$ cat src/rtl/result_readin.sv
// result_readin: receiver/decoder for the 2-wire result link.
// Recovers 16-bit frames (4'b1101 header + 12-bit payload, MSB first)
// from the UserInput symbol pair and presents the payload with a strobe.
// Ports: clk, rst (sync, active-high), UserInput[1:0] (01=1, 10=0),
//        Result[11:0] (last good payload), Result_vld, Rx_err (strobes).
// Option: define RESULT_READIN_SYNC_EN to add a 2-flop input synchroniser.
module result_readin #(
    parameter int BIT_CYCLES = 25,
    parameter int HALF       = BIT_CYCLES / 2,
    parameter int MIN_RUN    = 2 * BIT_CYCLES - HALF
) (
    input  logic        clk,
    input  logic        rst,
    input  logic [1:0]  UserInput,
    output logic [11:0] Result,
    output logic        Result_vld,
    output logic        Rx_err
);

    localparam int PW = $clog2(BIT_CYCLES);
    localparam logic [PW-1:0] HALF_P = PW'(HALF);
    localparam logic [PW-1:0] LAST_P = PW'(BIT_CYCLES - 1);
    localparam logic [7:0] MIN_RUN_P = 8'(MIN_RUN);
    localparam logic [1:0] SYM1 = 2'b01;
    localparam logic [1:0] SYM0 = 2'b10;

    typedef enum logic [1:0] {IDLE, HDR, DATA} state_t;

    logic [1:0]    sym;
    logic [1:0]    prev;
    logic [7:0]    run;
    logic [PW-1:0] phase;
    logic [3:0]    bitidx;
    logic [11:0]   shreg;
    state_t        state;

`ifdef RESULT_READIN_SYNC_EN
    logic [1:0] sync1;
    logic [1:0] sync2;

    always_ff @(posedge clk) begin
        if (rst) begin
            sync1 <= SYM0;
            sync2 <= SYM0;
        end else begin
            sync1 <= UserInput;
            sync2 <= sync1;
        end
    end

    assign sym = sync2;
`else
    assign sym = UserInput;
`endif

    logic change;
    logic sym_ok;
    logic at_half;
    logic at_wrap;
    logic anchor;
    logic abort;

    assign change  = (sym != prev);
    assign sym_ok  = (sym == SYM1) || (sym == SYM0);
    assign at_half = (phase == HALF_P);
    assign at_wrap = (phase == LAST_P);
    // Header bit 13 is the only 0 in the header, so a long 01 run
    // ending in 10 marks the start of a frame.
    assign anchor  = change && (prev == SYM1) && (sym == SYM0)
                     && (run >= MIN_RUN_P);

    // A transition landing exactly on the sample point means the
    // bit boundary cannot be trusted, so it aborts like a bad symbol.
    always_comb begin
        abort = 1'b0;
        if (state != IDLE && at_half) begin
            if (change || !sym_ok) begin
                abort = 1'b1;
            end else if (state == HDR) begin
                if (bitidx == 4'd13) begin
                    abort = (sym != SYM0);
                end else begin
                    abort = (sym != SYM1);
                end
            end
        end
    end

    always_ff @(posedge clk) begin
        if (rst) begin
            state      <= IDLE;
            prev       <= SYM0;
            run        <= '0;
            phase      <= '0;
            bitidx     <= '0;
            shreg      <= '0;
            Result     <= '0;
            Result_vld <= 1'b0;
            Rx_err     <= 1'b0;
        end else begin
            prev       <= sym;
            Result_vld <= 1'b0;
            Rx_err     <= 1'b0;

            if (change || (state == IDLE && !sym_ok)) begin
                run <= '0;
            end else if (run != 8'hFF) begin
                run <= run + 8'd1;
            end

            case (state)
                IDLE: begin
                    if (anchor) begin
                        phase  <= '0;
                        bitidx <= 4'd13;
                        state  <= HDR;
                    end
                end
                HDR, DATA: begin
                    if (abort) begin
                        Rx_err <= 1'b1;
                        shreg  <= '0;
                        state  <= IDLE;
                    end else if (at_half) begin
                        phase <= phase + 1'b1;
                        if (state == HDR) begin
                            // bitidx advances to 11 at the next boundary
                            if (bitidx != 4'd13) begin
                                state <= DATA;
                            end
                        end else begin
                            shreg <= {shreg[10:0], sym == SYM1};
                            if (bitidx == 4'd0) begin
                                Result     <= {shreg[10:0], sym == SYM1};
                                Result_vld <= 1'b1;
                                state      <= IDLE;
                            end
                        end
                    end else if (change || at_wrap) begin
                        // Early edge (before the sample) only realigns;
                        // late edge or wrap also moves to the next bit.
                        phase <= '0;
                        if (at_wrap || phase > HALF_P) begin
                            bitidx <= bitidx - 4'd1;
                        end
                    end else begin
                        phase <= phase + 1'b1;
                    end
                end
                default: state <= IDLE;
            endcase
        end
    end

endmodule

$ cat config.mk
export PLATFORM = sky130hd
export DESIGN_NAME = result_readin
export DESIGN_NICKNAME = d
export VERILOG_FILES = /design/src/rtl/result_readin.sv
export SDC_FILE = /design/constraint.sdc
export NUM_CORES = 1
export LEC_CHECK = 0
export CORE_MARGIN = 2
export CORE_UTILIZATION = 58
export DETAILED_ROUTE_END_ITERATION = 6
export GPL_TIMING_DRIVEN = 1
export MAX_ROUTING_LAYER = met4
export PLACE_DENSITY = 0.85
export SETUP_SLACK_MARGIN = 0.1
export SYNTH_ARGS = -nofsm -noshare
export SYNTH_HDL_FRONTEND = slang
export SYNTH_SLANG_ARGS = --single-unit
$ cat constraint.sdc
create_clock -name clk -period 2.1 [get_ports clk]
set_input_delay 0.42 -clock clk [delete_from_list [all_inputs] [get_ports clk]]
set_output_delay 0.42 -clock clk [all_outputs]
set_load 0.05 [all_outputs]
* After elaboration in Yosys (flattened, before gate mapping)
Cells that the tools add are included.
** Storage, ports and cells
- Input port bits :: 4
- Output and inout bits :: 14
- Bits in registers :: 46
** Cells by class
- Equal/unequal tests :: 22
- Reduce and logical (&&, ||, !) cells :: 25
- Add/sub/neg operators :: 3
- $lt $le $gt $ge :: 2
- Multiplexer cells :: 27
- Bitwise gates (word level) :: 4
** Operators by type and width (count)
- 2-to-1 mux 11 bit :: 3
- 2-to-1 mux 4 bit :: 5
- 2-to-1 mux 5 bit :: 4
- inequality test 2 bit (second input constant) :: 7
- 2-to-1 mux 2 bit :: 6
- inequality test 4 bit (second input constant) :: 3
- one-hot mux 5 bit (2 select lines) :: 1
- adder 8 x 1 -> 8 bit (second input constant) :: 1
- >= comparator 8 x 6 -> 1 bit (second input constant) :: 1
- inequality test 8 bit (second input constant) :: 1
- one-hot mux 4 bit (2 select lines) :: 1
- == test 2 x 1 -> 1 bit (second input constant) :: 3
- 2-to-1 mux 1 bit :: 6
- AND reduction 3 bit :: 2
- AND reduction 6 bit :: 1
- nonzero test 2 bit :: 3
- OR reduction 2 bit :: 3
- adder 5 x 1 -> 5 bit (second input constant) :: 1
- == test 5 x 4 -> 1 bit (second input constant) :: 1
- == test 5 bit (second input constant) :: 1
- > comparator 5 x 4 -> 1 bit (second input constant) :: 1
- logical AND 1 bit :: 5
- logical OR 1 bit :: 5
- AND reduction 5 bit :: 1
- other kinds (13) :: 17

* Depth between registers and ports, before layout
- Depth after elaboration :: 8
- Depth in mapped cells :: 8
- Gate-level depth less buffers :: 7

* Worst setup path before layout
OpenSTA, ideal clock, no wires.
- Path type :: input port to flip-flop
- From :: input port UserInput[0]
- To :: register state[1]
- Data arrival time :: 1.726 ns
- Path slack :: 0.253 ns
- Data required time :: 1.979 ns
- Stages :: 7
- Cells stage by stage :: inv_1 ha_1 nor2_1 a41oi_1 o21ai_0 a22oi_1 mux2_2
** On the way
- Word-level cells in the longest chain between the ends :: 8
** Ends and longest elaborated chain
- start, declared :: line 14 : input logic [1:0] UserInput,
- == test 2 x 1 -> 1 bit or == test 2 bit (tied branches) :: line 64, 69
- logical OR 1 bit :: line 64 : assign sym_ok = (sym == SYM1) || (sym == SYM0);
- logical NOT 1 bit :: line 77 : if (change || !sym_ok) begin
- logical OR 1 bit :: line 77
- 2-to-1 mux 1 bit :: line 77
- 2-to-1 mux 1 bit :: line 76 : if (state != IDLE && at_half) begin
- inequality test 4 bit (no source line), or another cell as far along
- AND reduction 4 bit (no source line) or one-hot mux 2 bit (2 select lines) (tied branches)
- end signal, assigned :: line 91 : state <= IDLE;
- end signal, assigned :: line 116 : state <= HDR;
- end signal, assigned :: line 123 : state <= IDLE;
- end, declared :: line 35 : state_t state;
Several ways; a longest one is shown, not always the timed one.
A chain may end at the register's enable or synchronous reset.

* Worst setup path after layout
- From :: register phase[0]
- To :: register Result[11]
** On the way
- Word-level cells in the longest chain between the ends :: 5
** Ends and longest elaborated chain
- start, declared :: line 32 : logic [PW-1:0] phase;
- start signal, assigned :: line 125 : phase <= phase + 1'b1;
- start signal, assigned :: line 147 : phase <= phase + 1'b1;
- == test 5 x 4 -> 1 bit * :: line 65 : assign at_half = (phase == HALF_P);
- logical AND 1 bit :: line 76
- 2-to-1 mux 1 bit :: line 76
- inverter 1 bit (no source line)
- AND reduction 5 bit (no source line) *
- end signal, assigned :: line 134 : Result <= {shreg[10:0], sym == SYM1};
- end, declared :: line 15 : output logic [11:0] Result,
Every way passes the cells marked *; elsewhere a longest branch is shown, timed or not.

==> out/results.txt <==
status: complete, no violations
Design Area, Final: 3246 µm²
Syn Area/Cell: 8.736 µm²
DRC Markers: 0
# clock sinks: 46
Detail Placement HPWL: 3614 µm
Total Routing Usage GR: 28.58%
Final setup viols: 0
Peak Freq: 0.4956 GHz
Routed WL: 6551 µm
CP cell instances: inv_2 -> ha_4 -> and4b_1 -> buf_6 -> nand4_1 -> nor3_4 -> buf_6 -> buf_12 -> mux2i_1 -> nor2_1
1st-iter DRT viols: 153
I/O Buffers: 17
max cap viols: 0
WP data required: 2.28 ns
vias per std cell: 5.995
number of antenna violations at the first check in global routing: 0
Placer Congestion: 0.9377
Worst-Margin Slew: 0.5383 ns
vias in the first global route: 2054
switching power total: 448.3 µW
CP peak stage delay: 0.34 ns
cell at the slowest stage of the critical path: dfxtp_2
most frequent CP cell: buf_6
antenna viol nets, final: 0
HP Class: in2reg
Die Height: 68.59 µm
Hold Fails Final Rpt: 0
Worst Setup Start Kind: register
Antenna Cells: 0
CTS root buffer: clkbuf_8
CTS tree: built
Total Nets Final: 345
post-synth top area cell: dfxtp_1
Combinational Power Share: 10.6%
die width: 68.59 µm
clock skew: 0.01169 ns
commonest cells in the netlist: 46 x dfxtp_1, 31 x nor2_1, 22 x nand2_1
library cells used by synthesis: 53
maximum clock path buffer count: 2
Worst Path Arrival: 2.20 ns
CP endpoint kind: register
power share of the clock group: 39.6%
WS Path Type: reg2reg
DRT Pass-1 Iters: 4
Top FF cell, synth: dfxtp_1
unrepaired setup endpoints after global routing: true
Synth Warn #: 0
Seq pwr share: 49.8%
Post-Synthesis Cells: 277
via count: 2284
Post-synth EDFFs: 0
Post-Syn Nets: 292
Int Power: 1329 µW
TritonCTS Buffers: 5
largest cells by area after synthesis: dfxtp_1 38%, mux2i_1 6.2%, ha_1 5.7%
Tmin final: 2.018 ns
top-area cell type share of the netlist area: 38.06%
DIE AREA: 4705 µm²
Worst VDD drop: 0.0007244 V
routed length per instance: 17.19 µm
Slew headroom: 64.00%
Ports: 18
CTS clk-pin slew, worst paths: 0.10 ns
Congestion Overflow GR: 0
Post-DP Area: 2799 µm²
switching share of power: 25.22%
cell leakage power: 0.001145 µW
first-pass GRT wire length: 9756 µm
FF+latch count, synth: 46
synthesized area: 2420 µm²
PD cells: 547.7 nW/µm²
Critical Path Fanout Max: 5
setup ws final: 0.08242 ns
Tcrit/Tclk final: 96.08%
top-count cell post-synth: dfxtp_1
CORE AREA: 4000 µm²
Post-synth ARST share: 0%
FP Rows: 23
Slew Viols, Final: 0
DP Worst Slack: -0.5947 ns
largest net degree at the start of global routing: 46
initial core utilization: 60.49%
worst skew pair latency: 0.31 ns
share of layout cells above drive strength 1: 28.40%
H-tree levels: 2
post-synthesis sequential area ratio: 38.06%
Area Overhead vs Synth: 34.13%
Finished Core Util: 81.14%
cell families after synthesis:
group	count (synthesis)	synth area share (%)
flip-flops	46	38.06
AND/OR/NAND/NOR	118	25.75
AO/OA/AOI/OAI	49	15.20
buffers and inverters	30	6.101
XOR/XNOR	7	2.534
multiplexers	16	6.670
adder cells (fa/ha/maj)	11	5.688
layer usage:
layer / global-route usage (%) / share of wire [%]
met1: 36.93 / 43
met2: 45.19 / 49
met3: 5.032 / 4.6
met4: 9.750 / 2.9
met5: - / 0
critical path, delay by kind of cell, from the launching register on:
family,cells,cell delay [ns]
DFF,1,0.34
muxes,1,0.19
and+or+nand+nor,4,0.79
adders and majority gates,1,0.13
buffers and inverters,4,0.45
final timing paths:
path	start	to	slack (ns)	depth (start not counted)
worst max register to register	phase[0]	Result[11]	0.08	10
worst max-delay path	phase[0]	Result[11]	0.08	10
worst min register to register	shreg[6]	shreg[6]	0.51	2
worst min-delay path	UserInput[1]	prev[1]	0.39	2
layout make-up:
| cell class | count | area, µm² |
|---|---|---|
| multi-input combinational | 201 | 1533 |
| tap | 50 | 62.56 |
| fill | 217 | 754.5 |
| timing repair buffer | 59 | 538.0 |
| sequential | 46 | 930.9 |
| inverter | 17 | 63.81 |
| clock buffer | 5 | 68.82 |
| clock inverter | 3 | 48.80 |
repair_timing:
action                     4_1_cts  5_1_grt
resized for setup               24       30
hold buffers                     0        0
setup endpoints to repair       30       33
pin swaps                        4       10
buffers inserted                 4        9
gates cloned                     1        0
through the flow:
stage	TNS [ns]	hold WS [ns]	instances	power (µW)
6_report	0	0.3936	381	1778
5_1_grt	-0.008555	0.3849	381	1828
4_1_cts	0	0.4943	373	1742
3_5_place_dp	-13.11	0.4754	360	1041
3_3_place_gp	-11.75	0.4653	360	1039
2_1_floorplan	0	0.4476	277	990.0
flip-flops by register name, indices dropped and copies added, names as in the netlist:
name and cells:
Result 12, Result_vld 1, Rx_err 1, bitidx 4, phase 5, prev 2, run 8, shreg 11
state 2
cell usage in the layout, fill, tap and decap left out, types with 3 or more instances in the layout:
master	netlist	final
nor3_1	8	7
buf_6	2	5
o31ai_1	3	3
nor2b_1	3	3
o21ai_0	15	14
a32oi_1	3	3
nand3b_1	3	3
mux2i_1	15	14
xnor2_1	5	3
nor2_1	31	31
dfxtp_2	0	5
and3_1	6	5
ha_1	11	7
clkbuf_8	1	5
nand4_1	4	4
buf_4	0	34
clkdlybuf4s50_1	0	15
nand2_1	22	22
nand2b_1	17	17
ha_4	0	4
nand3_1	6	6
inv_2	0	6
inv_1	17	11
or3_1	4	4
o32ai_1	3	3
a21oi_1	5	3
dfxtp_1	46	40
power groups by stage:
| stage | Sequential [µW] | Combinational [µW] | Clock [µW] |
|---|---|---|---|
| finish | 885 | 189 | 703 |
| global route | 886 | 202 | 740 |
| CTS | 884 | 164 | 694 |
| detailed placement | 903 | 138 | 0 |
| global placement | 903 | 136 | 0 |
| floorplan | 902 | 88.5 | 0 |
No activity file was read; power rests on OpenSTA's default activity.
